**config.mk**
```make
export PLATFORM = sky130hd
export DESIGN_NAME = div_arbiter
export DESIGN_NICKNAME = d
export VERILOG_FILES = /design/src/rtl/bike_pkg.sv /design/src/rtl/rr_pick.sv /design/src/rtl/div_arbiter.sv
export SDC_FILE = /design/constraint.sdc
export NUM_CORES = 1
export LEC_CHECK = 0
export ABC_AREA = 1
export BUFFER_PORTS_ARGS = -buffer_cell sky130_fd_sc_hd__buf_2
export CAP_MARGIN = 30
export CORE_MARGIN = 2
export CORE_UTILIZATION = 48
export CTS_CLUSTER_SIZE = 24
export DETAILED_ROUTE_END_ITERATION = 8
export HOLD_SLACK_MARGIN = 0.1
export PLACE_DENSITY = 0.83
export SYNTH_ARGS = -nofsm -noshare
export SYNTH_HDL_FRONTEND = slang
export SYNTH_SLANG_ARGS = --single-unit
```
**constraint.sdc**
```tcl
create_clock -name clk -period 3.2 [get_ports clk]
set_input_delay 0.64 -clock clk [delete_from_list [all_inputs] [get_ports clk]]
set_output_delay 0.64 -clock clk [all_outputs]
set_load 0.01 [all_outputs]
```
**src/rtl/bike_pkg.sv**
```systemverilog
`default_nettype none
// ============================================================================
// Module      : bike_pkg
// Description : Shared definitions for the bike computer datapath blocks.
//               Holds the divider operand width and the state encoding used
//               by the divider arbiter.
// Contents    : DIV_WIDTH        - dividend/divisor/quotient width
//               div_arb_state_t  - divider arbiter FSM states
// Revision    : 1.0 - initial release
// ============================================================================
package bike_pkg;

    localparam int DIV_WIDTH = 16;

    typedef enum logic [2:0] {
        ST_IDLE       = 3'd0,
        ST_ISSUE      = 3'd1,
        ST_WAIT_BUSY  = 3'd2,
        ST_WAIT_READY = 3'd3,
        ST_DELIVER    = 3'd4
    } div_arb_state_t;

endpackage : bike_pkg
`default_nettype wire

```
**src/rtl/rr_pick.sv**
```systemverilog
`default_nettype none
// ============================================================================
// Module      : rr_pick
// Description : Combinational round-robin priority search. Starting one
//               position above the pointer and wrapping, returns the first
//               asserted request as a one-hot vector and as an index.
// Ports       : req_i    [N]     - request vector
//               ptr_i    [IDX_W] - index of the most recent winner
//               onehot_o [N]     - one-hot winner (all zero if no request)
//               idx_o    [IDX_W] - winner index
//               valid_o          - at least one request asserted
// Revision    : 1.0 - initial release
// ============================================================================
module rr_pick #(
    parameter int N     = 3,
    parameter int IDX_W = $clog2(N)
) (
    input  logic [N-1:0]     req_i,
    input  logic [IDX_W-1:0] ptr_i,
    output logic [N-1:0]     onehot_o,
    output logic [IDX_W-1:0] idx_o,
    output logic             valid_o
);

    logic [IDX_W-1:0] w_cand;

    always_comb begin
        onehot_o = '0;
        idx_o    = '0;
        valid_o  = 1'b0;
        w_cand   = '0;
        // k runs 1..N so the previous winner is considered last.
        for (int k = 1; k <= N; k++) begin
            w_cand = IDX_W'((int'(ptr_i) + k) % N);
            if (!valid_o && req_i[w_cand]) begin
                valid_o          = 1'b1;
                onehot_o[w_cand] = 1'b1;
                idx_o            = w_cand;
            end
        end
    end

endmodule : rr_pick
`default_nettype wire

```
**src/rtl/div_arbiter.sv**
```systemverilog
`default_nettype none
// ============================================================================
// Module      : div_arbiter
// Description : Shares one sequential divider among NREQ requesters. Grants
//               round-robin, drives the divider start/busy/ready handshake,
//               returns a registered quotient with a one-cycle done pulse,
//               and resolves divide-by-zero and divider timeouts locally.
// Ports       : clk, rst                 - clock, sync active-high reset
//               req [NREQ]               - request levels
//               req_dividend/req_divisor - packed operands, slice i = req i
//               grant [NREQ]             - one-hot owner of the current op
//               done [NREQ]              - one-cycle completion pulse
//               result, err              - quotient and error flag
//               div_start                - start pulse to the divider
//               div_dividend/div_divisor - operands held for the whole op
//               div_busy, div_ready      - divider status
//               div_result               - divider quotient
// Revision    : 1.0 - initial release
// ============================================================================
module div_arbiter
    import bike_pkg::*;
#(
    parameter int WIDTH   = DIV_WIDTH,
    parameter int NREQ    = 3,
    parameter int TIMEOUT = 255
) (
    input  logic                  clk,
    input  logic                  rst,
    input  logic [NREQ-1:0]       req,
    input  logic [NREQ*WIDTH-1:0] req_dividend,
    input  logic [NREQ*WIDTH-1:0] req_divisor,
    output logic [NREQ-1:0]       grant,
    output logic [NREQ-1:0]       done,
    output logic [WIDTH-1:0]      result,
    output logic                  err,
    output logic                  div_start,
    output logic [WIDTH-1:0]      div_dividend,
    output logic [WIDTH-1:0]      div_divisor,
    input  logic                  div_busy,
    input  logic                  div_ready,
    input  logic [WIDTH-1:0]      div_result
);

    localparam int c_IDX_W = $clog2(NREQ);
    localparam int c_CNT_W = ($clog2(TIMEOUT + 1) > 8) ? $clog2(TIMEOUT + 1) : 8;
    // Abort decision is taken in the cycle whose count is TIMEOUT-1, so the
    // op leaves the waiting state exactly TIMEOUT cycles after entering it.
    localparam logic [c_CNT_W-1:0] c_TO_LAST = c_CNT_W'(TIMEOUT - 1);
    localparam logic [c_CNT_W-1:0] c_CNT_ONE = c_CNT_W'(1);

    div_arb_state_t         state_q;
    logic [c_IDX_W-1:0]     ptr_q;
    logic [c_CNT_W-1:0]     cnt_q;
    logic [NREQ-1:0]        grant_q;
    logic [NREQ-1:0]        done_q;
    logic [WIDTH-1:0]       result_q;
    logic                   err_q;
    logic                   start_q;
    logic [WIDTH-1:0]       dvd_q;
    logic [WIDTH-1:0]       dvs_q;

    logic [NREQ-1:0]        w_win_onehot;
    logic [c_IDX_W-1:0]     w_win_idx;
    logic                   w_win_valid;
    logic [WIDTH-1:0]       w_sel_dividend;
    logic [WIDTH-1:0]       w_sel_divisor;

    rr_pick #(
        .N     (NREQ),
        .IDX_W (c_IDX_W)
    ) u_rr_pick (
        .req_i    (req),
        .ptr_i    (ptr_q),
        .onehot_o (w_win_onehot),
        .idx_o    (w_win_idx),
        .valid_o  (w_win_valid)
    );

    always_comb begin
        w_sel_dividend = '0;
        w_sel_divisor  = '0;
        for (int i = 0; i < NREQ; i++) begin
            if (w_win_onehot[i]) begin
                w_sel_dividend = req_dividend[i*WIDTH +: WIDTH];
                w_sel_divisor  = req_divisor[i*WIDTH +: WIDTH];
            end
        end
    end

    always_ff @(posedge clk) begin
        if (rst) begin
            state_q  <= ST_IDLE;
            ptr_q    <= c_IDX_W'(NREQ - 1);
            cnt_q    <= '0;
            grant_q  <= '0;
            done_q   <= '0;
            result_q <= '0;
            err_q    <= 1'b0;
            start_q  <= 1'b0;
            dvd_q    <= '0;
            dvs_q    <= '0;
        end else begin
            done_q  <= '0;
            err_q   <= 1'b0;
            start_q <= 1'b0;
            unique case (state_q)
                ST_IDLE: begin
                    cnt_q <= '0;
                    if (w_win_valid) begin
                        grant_q <= w_win_onehot;
                        ptr_q   <= w_win_idx;
                        dvd_q   <= w_sel_dividend;
                        dvs_q   <= w_sel_divisor;
                        if (w_sel_divisor == '0) begin
                            // Divide-by-zero never reaches the divider.
                            result_q <= '1;
                            err_q    <= 1'b1;
                            done_q   <= w_win_onehot & req;
                            state_q  <= ST_DELIVER;
                        end else begin
                            state_q <= ST_ISSUE;
                        end
                    end
                end
                ST_ISSUE: begin
                    // Waiting for busy low keeps a stale op (e.g. one left
                    // running across our reset) from being overlapped.
                    if (!div_busy) begin
                        start_q <= 1'b1;
                        cnt_q   <= '0;
                        state_q <= ST_WAIT_BUSY;
                    end else if (cnt_q == c_TO_LAST) begin
                        result_q <= '0;
                        err_q    <= 1'b1;
                        done_q   <= grant_q & req;
                        state_q  <= ST_DELIVER;
                    end else begin
                        cnt_q <= cnt_q + c_CNT_ONE;
                    end
                end
                ST_WAIT_BUSY: begin
                    if (div_ready) begin
                        // Fast divider: finished before busy was observed.
                        result_q <= div_result;
                        done_q   <= grant_q & req;
                        state_q  <= ST_DELIVER;
                    end else if (div_busy) begin
                        cnt_q   <= '0;
                        state_q <= ST_WAIT_READY;
                    end else if (cnt_q == c_TO_LAST) begin
                        result_q <= '0;
                        err_q    <= 1'b1;
                        done_q   <= grant_q & req;
                        state_q  <= ST_DELIVER;
                    end else begin
                        cnt_q <= cnt_q + c_CNT_ONE;
                    end
                end
                ST_WAIT_READY: begin
                    if (div_ready) begin
                        result_q <= div_result;
                        done_q   <= grant_q & req;
                        state_q  <= ST_DELIVER;
                    end else if (cnt_q == c_TO_LAST) begin
                        result_q <= '0;
                        err_q    <= 1'b1;
                        done_q   <= grant_q & req;
                        state_q  <= ST_DELIVER;
                    end else begin
                        cnt_q <= cnt_q + c_CNT_ONE;
                    end
                end
                ST_DELIVER: begin
                    // done/err were registered on entry; they are visible now.
                    grant_q <= '0;
                    cnt_q   <= '0;
                    state_q <= ST_IDLE;
                end
                default: begin
                    grant_q <= '0;
                    cnt_q   <= '0;
                    state_q <= ST_IDLE;
                end
            endcase
        end
    end

    assign grant        = grant_q;
    assign done         = done_q;
    assign result       = result_q;
    assign err          = err_q;
    assign div_start    = start_q;
    assign div_dividend = dvd_q;
    assign div_divisor  = dvs_q;

endmodule : div_arbiter
`default_nettype wire

```
==> run_results.csv <==
group,metric,value,unit
run_status,status,"completed",
worst_hold_path,hold_depth,2,
placement,place_congestion,0.9084,
job,maxCapViolCount,0,
logic_synthesis,syn_inst,612,
floorplan,die_h,95.50,µm
global_route,track_usage,0.2735,
timing,drv_slew,0,
critical_path,path_max_fanout,9,
drt,via_per_inst,5.578,
drt,dr.first_iter.drc_count,269,
floorplan,start_util,0.4916,
global_route,grt_pass1_wl,19860,µm
clock_tree,htreeDepth,3,
final_layout,layout.nets,905,
timing,fin_crit_sh,0.9648,
final_layout,design_area,5361,µm²
placement,io_buffers,174,
power_and_ir_drop,combinationalPowerShare,0.634,
final_layout,antenna_cells,0,
drt,drt-total-wl,13200,µm
global_route,overflow,0,
critical_path,crit_type,"register to register",
logic_synthesis,yosys_warnings,0,
final_layout,areaGrowthSynthToFinish,33.41,%
critical_path,worst_setup_path_start_kind,"register",
final_layout,final_common_cell,"buf_2",
power_and_ir_drop,p_leak,0.002621,µW
critical_path,cpLargestDelayFamily,"simple AND/OR/NAND/NOR gates",
clock_tree,cts.path.max_buffers,2,
clock_tree,clkLatencyLatePin,0.36,ns
power_and_ir_drop,switchingPower,2969,µW
clock_tree,path_clk_slew,0.07,ns
placement,dpl_cell_area,4992,µm²
timing,fmax,323.9,MHz
floorplan,die_area,9120,µm²
clock_tree,cts_buffers,9,
timing,hold_violations,0,
power_and_ir_drop,power.share.sequential,0.230,
floorplan,core_area,8175,µm²
critical_path,cp-end-kind,"register",
placement,dp_cells,867,
drt,num_vias,4964,
timing,setup_violations,0,
logic_synthesis,syn_area,4019,µm²
power_and_ir_drop,p_per_area,1123,nW/µm²
power_and_ir_drop,p_sw_frac,0.4933,
floorplan,fp.dieW,95.50,µm
drt,wl_per_cell,14.83,µm
final_layout,layout-drive-gt1-share,0.3045,
global_route,grt_max_degree,65,
logic_synthesis,syn_avg_cell_area,6.567,µm²
timing,worst_slew_pin_slew,0.6353,ns
power_and_ir_drop,power.internal,3049,µW
critical_path,cp.arrival,3.34,ns
logic_synthesis,ys_seq_area_frac,0.3437,
logic_synthesis,ys_ff_latch,69,
logic_synthesis,async_flop_share,0,
final_layout,layout_common_cells,"174 x buf_2, 122 x nand2_1, 100 x a21oi_1",
clock_tree,cts.sinks,69,
timing,whs,0.4984,ns
drt,drtPass1Iterations,5,
critical_path,rr_worst_depth,19,
global_route,grt_pass1_vias,4492,
clock_tree,cts_root_buf,"clkbuf_8",
drt,final_antenna_net_count,0,
drt,drc_errors,0,
floorplan,ios,175,
timing,skew,0.01036,ns
critical_path,slowest_stage,"dfxtp_2",
critical_path,required,3.45,ns
final_layout,stdcell_count,890,
clock_tree,tritoncts,"yes",
final_layout,fillCellCount,725,
critical_path,path_depth,19,
logic_synthesis,synth-main-ff-cell,"dfxtp_1",
critical_path,crit_chain,"inv_1, ha_1, inv_1, nand2_1, nand3_1, nand2_2, nand3_4, o21ai_4, clkinv_4, or2_2, nand2_2, nand2_1, nor2_2, nand2_2, o21ai_4, buf_12, nand3_1, nand2_1, nor2_1",
critical_path,max_stage_delay,0.35,ns
floorplan,rows,33,
power_and_ir_drop,p_clk_frac,0.136,
logic_synthesis,synth_edf_count,0,
timing,post-route-min-period,3.087,ns
power_and_ir_drop,ir_drop,0.0007322,V
logic_synthesis,syn_nets,737,
timing,max_slew_margin,0.5749,
critical_path,cp.buffers_inverters,4,
timing,final.setup.tns,0,ns
worst_hold_path,hp-class,"register to register",
logic_synthesis,yosysUniqueCellTypes,33,
placement,dp_hpwl,8920,µm
clock_tree,hold_buffers,0,
global_route,antenna_found_initial,0,
-- what timing repair did --
item	CTS	global route
gates resized for setup	1	22
pin swaps	0	5
setup endpoints to repair	2	22
setup buffers	0	2
gates cloned	0	5
-- routing by layer --
metal,routed length [µm],global-route usage,vias to the layer above
met5,0,0,-
met4,280,0.1060,0
met3,1108,0.07273,36
met2,6474,0.4671,253
met1,5334,0.3272,2252
li1,-,-,2423
-- through the flow --
stage / power (µW) / setup slack, ns / util
after floorplan: 3843 / 0.4656 / -
after global placement: 4800 / 0.1677 / 0.6107
after detailed placement: 4894 / 0.01755 / 0.6107
after CTS: 5732 / 0.04686 / 0.6385
after global routing: 6540 / -0.06549 / 0.6558
final: 6019 / 0.1126 / 0.6558
-- final cells by class --
type | count | area, µm² | area share
Clock buffer | 12 | 155.1 | 0.02894
Clock inverter | 4 | 70.07 | 0.01307
Inverter | 35 | 136.4 | 0.02544
Multi-Input combinational cell | 468 | 2381 | 0.4441
Sequential cell | 69 | 1384 | 0.2581
Tap cell | 105 | 131.4 | 0.02450
Timing Repair Buffer | 195 | 1092 | 0.2037
Timing Repair inverter | 2 | 11.26 | 0.002100
-- Yosys cell counts, types with 3 or more instances --
cell	instances	area share
a31oi_1	3	0.0047
buf_2	6	0.0075
a221o_1	3	0.0075
inv_2	3	0.0028
ha_1	6	0.019
buf_1	5	0.0047
clkbuf_1	25	0.023
a211oi_1	12	0.022
dfxtp_1	69	0.34
or2_1	8	0.012
nand3_1	64	0.080
buf_6	3	0.0084
nor2_1	44	0.041
nand4_1	4	0.0062
nand2_1	128	0.12
nor3b_1	13	0.024
nor3_1	3	0.0037
a21oi_1	100	0.12
or2_2	3	0.0047
o21ai_0	65	0.081
inv_1	31	0.029
-- final timing paths --
check	slack [ns]	from	endpoint
setup / recovery	0.11	ptr_q[1]$_SDFFE_PP1P_	result[0]$_SDFFE_PP0P_
hold / removal	0.50	grant[2]$_SDFFE_PP0P_	grant[2]$_SDFFE_PP0P_
hold reg to reg	0.50	grant[2]$_SDFFE_PP0P_	grant[2]$_SDFFE_PP0P_
setup reg to reg	0.11	ptr_q[1]$_SDFFE_PP1P_	result[0]$_SDFFE_PP0P_
-- worst register-to-register path, delay by kind of cell (launching register included) --
kind / cells / cell delay (ns)
flip-flops: 1 / 0.35
AO/OA/AOI/OAI: 2 / 0.59
AND/OR/NAND/NOR: 12 / 1.30
buffers and inverters: 4 / 0.52
adder cells (fa/ha/maj): 1 / 0.25
-- registers in the layout, indices dropped and copies added (netlist names) --
signal,cells
div_start,1
err,1
ptr_q,2
result,16
done,3
state_q,3
cnt_q,8
grant,3
div_divisor,16
div_dividend,16
-- power by group through the flow --
stage                     clock (µW)  combinational [µW]  sequential [µW]
after CTS                        824                3540             1370
after global placement             0                3440             1360
final                            820                3820             1380
after detailed placement           0                3520             1380
after floorplan                    0                2340             1500
after global routing             862                4260             1420
-- cells by family (layout without fill, tap and decap cells) --
| logic type | Yosys count | in the layout | synth area share |
|---|---|---|---|
| compound gates | 190 | 190 | 0.2569 |
| xor+xnor | 1 | 1 | 0.002180 |
| fa+ha+maj | 6 | 6 | 0.01868 |
| buf+inv | 75 | 248 | 0.07783 |
| flops | 69 | 69 | 0.3437 |
| simple gates | 271 | 271 | 0.3007 |
No activity file was read; power rests on OpenSTA's default activity.
